### src/rtl/arb_pkg.sv
// +----------------------------------------------------------------------+
// | arb_pkg : shared types and constants for the FU issue arbiter         |
// | Rev 1.0                                                               |
// +----------------------------------------------------------------------+
`default_nettype none

package arb_pkg;

    // Busy countdown width covers BUSY_CYCLES up to 255.
    localparam int c_cnt_w = $clog2(255 + 1);

    typedef enum logic [1:0] {
        ST_IDLE  = 2'd0,
        ST_OFFER = 2'd1,
        ST_BUSY  = 2'd2
    } arb_state_e;

endpackage

`default_nettype wire

### src/rtl/priority_encoder.sv
// +----------------------------------------------------------------------+
// | priority_encoder : MSB-first priority encoder with valid flag         |
// | Rev 1.0                                                               |
// +----------------------------------------------------------------------+
`default_nettype none

module priority_encoder #(
    parameter int W = 8
) (
    input  logic [W-1:0]         req_i,
    output logic [$clog2(W)-1:0] idx_o,
    output logic                 valid_o
);

    localparam int IW = $clog2(W);

    // Ascending scan so the highest set bit is the last one written.
    always_comb begin
        idx_o   = '0;
        valid_o = |req_i;
        for (int i = 0; i < W; i++) begin
            if (req_i[i]) begin
                idx_o = IW'(i);
            end
        end
    end

endmodule

`default_nettype wire

### src/rtl/fu_issue_arbiter.sv
// +----------------------------------------------------------------------+
// | fu_issue_arbiter : round-robin RS-to-FU issue arbiter with busy gap   |
// | Rev 1.0                                                               |
// +----------------------------------------------------------------------+
`default_nettype none

module fu_issue_arbiter
    import arb_pkg::*;
#(
    parameter int N           = 8,
    parameter int BUSY_CYCLES = 0
) (
    input  logic                 clk_i,
    input  logic                 rst_i,
    input  logic [N-1:0]         req_i,
    input  logic                 flush_i,
    input  logic                 fu_ready_i,
    output logic                 grant_valid_o,
    output logic [$clog2(N)-1:0] grant_idx_o,
    output logic [N-1:0]         grant_oh_o,
    output logic                 fire_o,
    output logic                 busy_o
);

    localparam int IW = $clog2(N);

    arb_state_e          r_state;
    arb_state_e          w_state_nxt;
    logic [IW-1:0]       r_idx;
    logic [IW-1:0]       w_idx_nxt;
    logic [IW-1:0]       r_last;
    logic [IW-1:0]       w_last_nxt;
    logic [c_cnt_w-1:0]  r_cnt;
    logic [c_cnt_w-1:0]  w_cnt_nxt;

    logic [N-1:0]        w_eff;
    logic [N-1:0]        w_mask;
    logic [N-1:0]        w_masked;
    logic                w_sel_en;
    logic [IW-1:0]       w_lo_idx;
    logic                w_lo_valid;
    logic [IW-1:0]       w_all_idx;
    logic                w_all_valid;
    logic [IW-1:0]       w_winner;

    priority_encoder #(.W(N)) u_pe_masked (
        .req_i   (w_masked),
        .idx_o   (w_lo_idx),
        .valid_o (w_lo_valid)
    );

    priority_encoder #(.W(N)) u_pe_all (
        .req_i   (w_eff),
        .idx_o   (w_all_idx),
        .valid_o (w_all_valid)
    );

    assign w_winner = w_lo_valid ? w_lo_idx : w_all_idx;

    always_ff @(posedge clk_i or posedge rst_i) begin
        if (rst_i) begin
            r_state <= ST_IDLE;
            r_idx   <= '0;
            r_last  <= '0;
            r_cnt   <= '0;
        end else begin
            r_state <= w_state_nxt;
            r_idx   <= w_idx_nxt;
            r_last  <= w_last_nxt;
            r_cnt   <= w_cnt_nxt;
        end
    end

    always_comb begin
        // The entry firing now still has req_i high; keep it out of the pick.
        w_eff = req_i & ~(fire_o ? grant_oh_o : '0);
        for (int i = 0; i < N; i++) begin
            w_mask[i] = (i < int'(r_last));
        end
        w_masked = w_eff & w_mask;

        w_sel_en = (r_state == ST_IDLE)
                 || ((r_state == ST_OFFER) && fire_o && (BUSY_CYCLES == 0))
                 || ((r_state == ST_BUSY) && (r_cnt == c_cnt_w'(1)));

        w_state_nxt = r_state;
        w_idx_nxt   = r_idx;
        w_last_nxt  = r_last;
        w_cnt_nxt   = r_cnt;

        if (flush_i) begin
            w_state_nxt = ST_IDLE;
            w_cnt_nxt   = '0;
        end else begin
            if (fire_o) begin
                w_last_nxt = r_idx;
            end
            if (w_sel_en) begin
                w_cnt_nxt = '0;
                if (w_all_valid) begin
                    w_state_nxt = ST_OFFER;
                    w_idx_nxt   = w_winner;
                end else begin
                    w_state_nxt = ST_IDLE;
                end
            end else if ((r_state == ST_OFFER) && fire_o) begin
                w_state_nxt = ST_BUSY;
                w_cnt_nxt   = c_cnt_w'(BUSY_CYCLES);
            end else if (r_state == ST_BUSY) begin
                w_cnt_nxt = r_cnt - c_cnt_w'(1);
            end
        end
    end

    always_comb begin
        grant_valid_o = (r_state == ST_OFFER);
        busy_o        = (r_state == ST_BUSY);
        grant_idx_o   = r_idx;
        fire_o        = grant_valid_o && fu_ready_i && !flush_i;
        grant_oh_o    = '0;
        if (grant_valid_o) begin
            grant_oh_o[r_idx] = 1'b1;
        end
    end

endmodule

`default_nettype wire

### config.mk
export PLATFORM = sky130hd
export DESIGN_NAME = fu_issue_arbiter
export DESIGN_NICKNAME = d
export VERILOG_FILES = /design/src/rtl/arb_pkg.sv /design/src/rtl/priority_encoder.sv /design/src/rtl/fu_issue_arbiter.sv
export SDC_FILE = /design/constraint.sdc
export NUM_CORES = 1
export LEC_CHECK = 0
export ABC_AREA = 0
export CAP_MARGIN = 25
export CORE_ASPECT_RATIO = 1.1
export CORE_MARGIN = 5
export CORE_UTILIZATION = 45
export CTS_CLUSTER_DIAMETER = 30
export DETAILED_ROUTE_END_ITERATION = 16
export PLACE_DENSITY = 0.73
export SYNTH_ARGS = -nofsm -noshare
export SYNTH_HDL_FRONTEND = slang
export SYNTH_HIERARCHICAL = 1
export SYNTH_SLANG_ARGS = --single-unit
### constraint.sdc
create_clock -name clk_i -period 2.2 [get_ports clk_i]
set_input_delay 0.44 -clock clk_i [delete_from_list [all_inputs] [get_ports clk_i]]
set_output_delay 0.44 -clock clk_i [all_outputs]
set_load 0.01 [all_outputs]
After elaboration in Yosys (flattened, before gate mapping)
Cells that the tools add are included.
{ "totals": {"register_bits": 16, "in_bits": 12, "elab_cells": 63} }
{ "classes": {"n_addsub": 1, "n_lt_le_gt_ge": 9, "n_eq_ne": 3, "mux": 27, "n_bitwise": 4, "reduce_logical": 15} }
{ "ops": {"columns": ["operator", "count"], "rows": [
  ["two-way mux 8 bit", 6],
  ["two-way mux 3 bit", 9],
  ["OR reduction 8 bit", 2],
  ["two-way mux 2 bit", 7],
  ["less-than comparator 3 bit (first input constant)", 3],
  ["bitwise AND 8 x 7 -> 8 bit", 1],
  ["bitwise AND 8 bit", 1],
  ["== test 8 x 1 -> 1 bit (second input constant)", 1],
  ["NOT 8 bit", 1],
  ["subtractor 8 x 1 -> 8 bit (second input constant)", 1],
  ["less-than comparator 1 x 3 -> 1 bit (first input constant)", 2],
  ["less-than comparator 2 x 3 -> 1 bit (first input constant)", 2],
  ["logical AND 1 bit", 5],
  ["less-than comparator 3 x 4 -> 1 bit (second input constant)", 1],
  ["two-way mux 1 bit", 4],
  ["nonzero test 4 bit", 1],
  ["demux 1 bit (select 3 bit)", 1],
  ["greater-or-equal comparator 3 x 1 -> 1 bit (second input constant)", 1],
  ["AND reduction 3 bit", 1],
  ["nonzero test 3 bit", 1],
  ["== test 2 x 1 -> 1 bit (second input constant)", 1],
  ["== test 2 bit (second input constant)", 1],
  ["logical NOT 2 bit", 1],
  ["logical OR 1 bit", 2],
  ["other kinds (3)", 3]
]} }

Logic depth before layout (Yosys ltp)
{ "depth": {"depth_word": 17, "ltp_mapped": 10, "ltp_nobuf": 9} }

Cells and area by module
Netlist, hierarchy kept.
{ "modules_own_cells": {"columns": ["module", "n_inst", "cells_each", "area_each_um2"], "rows": [
  ["fu_issue_arbiter", 1, 111, 1092.3],
  ["priority_encoder", 2, 12, 66.3]
]} }

Worst setup path after synthesis
OpenSTA, ideal clock, no wires.
{ "synth_timing": {"path_type": "in2reg", "startpoint": "in flush_i", "endpoint": "reg r_idx[0], in the netlist grant_idx_o[0]", "arrival_ps": 2218, "t_required_ps": 2075, "slack_ps": -143, "cell_stages": 9, "n_path_buf": 1, "cell_sequence": "and4bb_1 -> buf_6 -> nand2b_4 -> o21a_1 -> and4_1 -> nor2_1 -> nand4_1 -> mux2_2 -> mux2_4"} }
{ "synth_rtl": {"columns": ["element", "line", "source"], "rows": [
  ["start, declared", "fu_issue_arbiter.sv:16", "input logic flush_i,"],
  ["logical NOT 1 bit", "fu_issue_arbiter.sv:119", "fire_o = grant_valid_o && fu_ready_i && !flush_i;"],
  ["logical AND 1 bit", "fu_issue_arbiter.sv:119", null],
  ["named net fire_o", "fu_issue_arbiter.sv:21", "output logic fire_o,"],
  ["two-way mux 8 bit", "fu_issue_arbiter.sv:76", "w_eff = req_i & ~(fire_o ? grant_oh_o : '0);"],
  ["NOT 8 bit", "fu_issue_arbiter.sv:76", null],
  ["bitwise AND 8 bit", "fu_issue_arbiter.sv:76", null],
  ["named net w_eff[6]", "fu_issue_arbiter.sv:36", "logic [N-1:0] w_eff;"],
  ["bitwise AND 8 x 7 -> 8 bit", "fu_issue_arbiter.sv:80", "w_masked = w_eff & w_mask;"],
  ["named net w_masked[6]", "fu_issue_arbiter.sv:38", "logic [N-1:0] w_masked;"],
  ["OR reduction 8 bit", "priority_encoder.sv:20", "valid_o = |req_i;"],
  ["named net w_lo_valid", "fu_issue_arbiter.sv:41", "logic w_lo_valid;"],
  ["two-way mux 3 bit", "fu_issue_arbiter.sv:58", "assign w_winner = w_lo_valid ? w_lo_idx : w_all_idx;"],
  ["end signal, assigned", "fu_issue_arbiter.sv:68", "r_idx <= w_idx_nxt;"],
  ["end, declared", "fu_issue_arbiter.sv:29", "logic [IW-1:0] r_idx;"]
]} }
The timed path passes the listed nets, and every way through them passes these cells.
A chain may end at the register's enable or synchronous reset.

Worst setup path after layout
{ "layout_timing": {"startpoint": "reg r_state[1]", "endpoint": "reg r_idx[1], in the netlist grant_idx_o[1]"} }
{ "layout_rtl": {"columns": ["element", "line", "source"], "rows": [
  ["start, declared", "fu_issue_arbiter.sv:27", "arb_state_e r_state;"],
  ["start signal, assigned", "fu_issue_arbiter.sv:67", "r_state <= w_state_nxt;"],
  ["== test 2 x 1 -> 1 bit *", "fu_issue_arbiter.sv:116", "grant_valid_o = (r_state == ST_OFFER);"],
  ["logical AND 1 bit (2 in a row)", "fu_issue_arbiter.sv:119", null],
  ["two-way mux 8 bit *", "fu_issue_arbiter.sv:76", null],
  ["NOT 8 bit *", "fu_issue_arbiter.sv:76", null],
  ["bitwise AND 8 bit *", "fu_issue_arbiter.sv:76", null],
  ["named net w_eff[5]", "fu_issue_arbiter.sv:36", null],
  ["bitwise AND 8 x 7 -> 8 bit *", "fu_issue_arbiter.sv:80", null],
  ["named net w_masked[5]", "fu_issue_arbiter.sv:38", null],
  ["OR reduction 8 bit *", "priority_encoder.sv:20", null],
  ["named net w_lo_valid", "fu_issue_arbiter.sv:41", null],
  ["two-way mux 3 bit *", "fu_issue_arbiter.sv:58", null]
]} }
Mark *: on every way through the listed nets, which the timed path passes. The rest lies on a longest branch.

==> impl_results.md <==
- Outcome: complete, but fails checks
- Core region area: 0.00257 mm²
- Reg power frac: 0.358
- DR pass1 iterations: 4
- First-pass GRT wire length: 4.96 mm
- Final period util: 1.03
- Fin. Hold Viols: 0
- Yosys reg bits: 16
- Die width: 59.7 µm
- Post-Route Utilization: 0.676
- Avg Vias per Cell: 5.11
- Cell-internal power: 0.000733 W
- Clock sinks: 16
- H-tree Lvls: 1
- Register Area: 400 µm²
- Nets: 199
- Worst reg2reg path startpoint: r_state[1]$_DFFE_PP0P_
- Detail Placement HPWL: 2.46 mm
- Grt ovf: 0
- Vias: 1094
- Final Non-Filler Cells: 214
- Routed wire length: 3.07 mm
- Flop-to-flop setup slack: -0.07 ns
- VDD IR-drop max: 463 µV
- Clock network power share: 0.130
- DRC: 0
- Net Sw Power: 0.000436 W
- Root Driver: clkbuf_4
- Comb pwr share: 0.512
- Inst Count DP: 209
- RD Place Congestion: 0.851
- Dominant synthesized flop cell: dfrtp_1
- Number of I/O pins: 26
- Crit path DAT: 2.45 ns
- Crit path launch type: flop
- Synth Instances: 135
- CP required: 2.38 ns
- Yosys cell types: 44
- Post-CTS Hold Buffers: 0
- CTS tree: built
- Vias in the first global route: 1117
- Worst reg-to-reg path cell count: 8
- # diodes: 0
- Critical setup path kind: flop to flop
- Area added between synthesis and finish: 41.8%
- Multi-input gate area: 826 µm²
- Pre-CTS setup slack: -0.610 ns
- Final hold slack: 0.524 ns
- Warnings from Yosys: 6
- PD cells: 673 mW/mm²
- CTS buffer count: 3
- Antenna Nets Post-Route: 0
- Cell Area, Placed: 0.00167 mm²
- Clk slew on worst S/H paths: 0.09 ns
- Avg WL per Cell: 14.4 µm
- Worst-path fanout max: 5
- Post-synthesis cell area: 0.00122 mm²
- Clk buf depth: 2
- Leakage: 0.782 nW
- Max Clock Skew: 0.00832 ns
- PnR worst setup slack: -0.0676 ns
- Max_cap viols: 0
- Rows: 19
- Initial Util: 0.477
- Max Transition Viols Final: 0
- Design area: 0.00174 mm²
- Maximum clock frequency: 441 MHz
- Worst r2r dst: grant_idx_o[1]$_DFFE_PP0P_
- Worst Tran Pin Value: 0.637 ns
- Hold Path Class: input port to asynchronous set/reset pin
- Largest net degree at the start of global routing: 17
- Number of synthesized flops with an enable pin: 0
- Async SR Flop Fraction: 1.00
- Synth Area per Inst: 9.07 µm²
- Fraction of layout instances using a drive strength above 1: 0.322
- Die area: 0.00387 mm²
- Initial DRC count: 30
- Initial antenna violation count: 0
- CP Capture Type: flop
- Switching fraction of total power: 0.373
- Skew-Pair Late Insertion Delay: 0.29 ns
- RSZ-0062 raised after global routing: true
- Filler cells: 217
- PortBufs: 25
- Seq/Total Area, Yosys: 0.327
- Minimum clock period: 2.27 ns
- Violated checks: setup timing
- Max_slew headroom: 0.575
- Final-report setup violation count: 3
- Die Ht: 64.7 µm
- GRT Overall Usage: 0.167
## cell usage after synthesis, types with 3 or more instances
cell type | instances | area, µm²
nand2_1 | 6 | 22.5
o21a_1 | 6 | 45.0
xor2_1 | 6 | 52.6
mux2_2 | 3 | 33.8
nand2b_1 | 4 | 25.0
nor2_1 | 28 | 105
inv_1 | 6 | 22.5
nand3_1 | 4 | 20.0
dfrtp_1 | 16 | 400
nor3_1 | 3 | 15.0
mux2_4 | 3 | 45.0
a21oi_1 | 3 | 15.0
nor2b_1 | 5 | 31.3
## power groups by stage
stage                     registers, W  clock network, W  logic (W)
final                         0.000419          0.000152   0.000598
after detailed placement      0.000424                 0   0.000579
after CTS                     0.000419          0.000157   0.000578
after global placement        0.000421                 0   0.000564
after floorplan               0.000409                 0   0.000333
after global routing          0.000435          0.000174   0.000647
## layout by cell type, fill, tap and decap left out, types with 4 or more instances in the layout
cell type / count
nor2_1: 24
buf_4: 24
dfrtp_1: 16
clkdlybuf4s50_1: 15
dlygate4sd2_1: 7
nand2_1: 6
xor2_1: 6
inv_1: 6
o21a_1: 5
mux2_4: 5
nand2b_1: 4
nand3_1: 4
## worst max-delay path by stage
stage | start | endpoint | cells after the start
2_1_floorplan | flush_i | grant_idx_o[0]$_DFFE_PP0P_ | 9
3_3_place_gp | flush_i | grant_idx_o[1]$_DFFE_PP0P_ | 9
3_5_place_dp | flush_i | grant_idx_o[1]$_DFFE_PP0P_ | 9
4_1_cts | r_state[1]$_DFFE_PP0P_ | grant_idx_o[1]$_DFFE_PP0P_ | 8
5_1_grt | r_state[1]$_DFFE_PP0P_ | grant_idx_o[1]$_DFFE_PP0P_ | 8
6_report | r_state[1]$_DFFE_PP0P_ | grant_idx_o[1]$_DFFE_PP0P_ | 8
## registers in the layout, indices dropped and copies added, names as in the netlist
register / cells
grant_idx_o: 3
r_cnt: 8
r_last: 3
r_state: 2
## layer usage
layer  up-vias  share of wire  global-route usage  routed length (µm)
met4         0              0              0.0249                   0
met5         -              0                   0                   0
li1        559              -                   -                   -
met3         0          0.059              0.0456                 181
met2        26           0.49               0.274                1500
met1       509           0.45               0.222                1390
## metrics by stage
| step | TNS [ns] | power, W |
|---|---|---|
| floorplan | -0.122 | 0.000742 |
| global placement | -2.20 | 0.000986 |
| detailed placement | -2.45 | 0.00100 |
| CTS | -0.367 | 0.00115 |
| global route | -0.402 | 0.00126 |
| finish | -0.171 | 0.00117 |
## cells by family after synthesis
logic type	after synthesis	synth area share
xor+xnor	7	0.0501
other cells	1	0.00306
compound gates	24	0.168
mux	8	0.0827
buf+inv	13	0.0480
flops	16	0.327
simple gates	64	0.301
fa+ha+maj	2	0.0204
## cell type report
cell class / instances / share of cell area
Sequential cell: 16 / 0.231
Timing Repair Buffer: 49 / 0.241
Clock buffer: 3 / 0.0130
Multi-Input combinational cell: 107 / 0.476
Tap cell: 31 / 0.0223
Inverter: 8 / 0.0173
## critical path, stage by stage (launching register included)
cell,delay [ns]
dfrtp_1,0.39
and4bb_4,0.36
nand2_4,0.08
o21a_1,0.23
and3_4,0.21
nor2_4,0.08
nand4_1,0.20
mux2_4,0.36
mux2_4,0.26
## repair_timing
action / CTS / global route
endpoints found under the setup margin: 13 / 6
buffers inserted: 1 / 1
pin swaps: 4 / 7
resized for setup: 14 / 10
(Power assumes the default switching activity.)
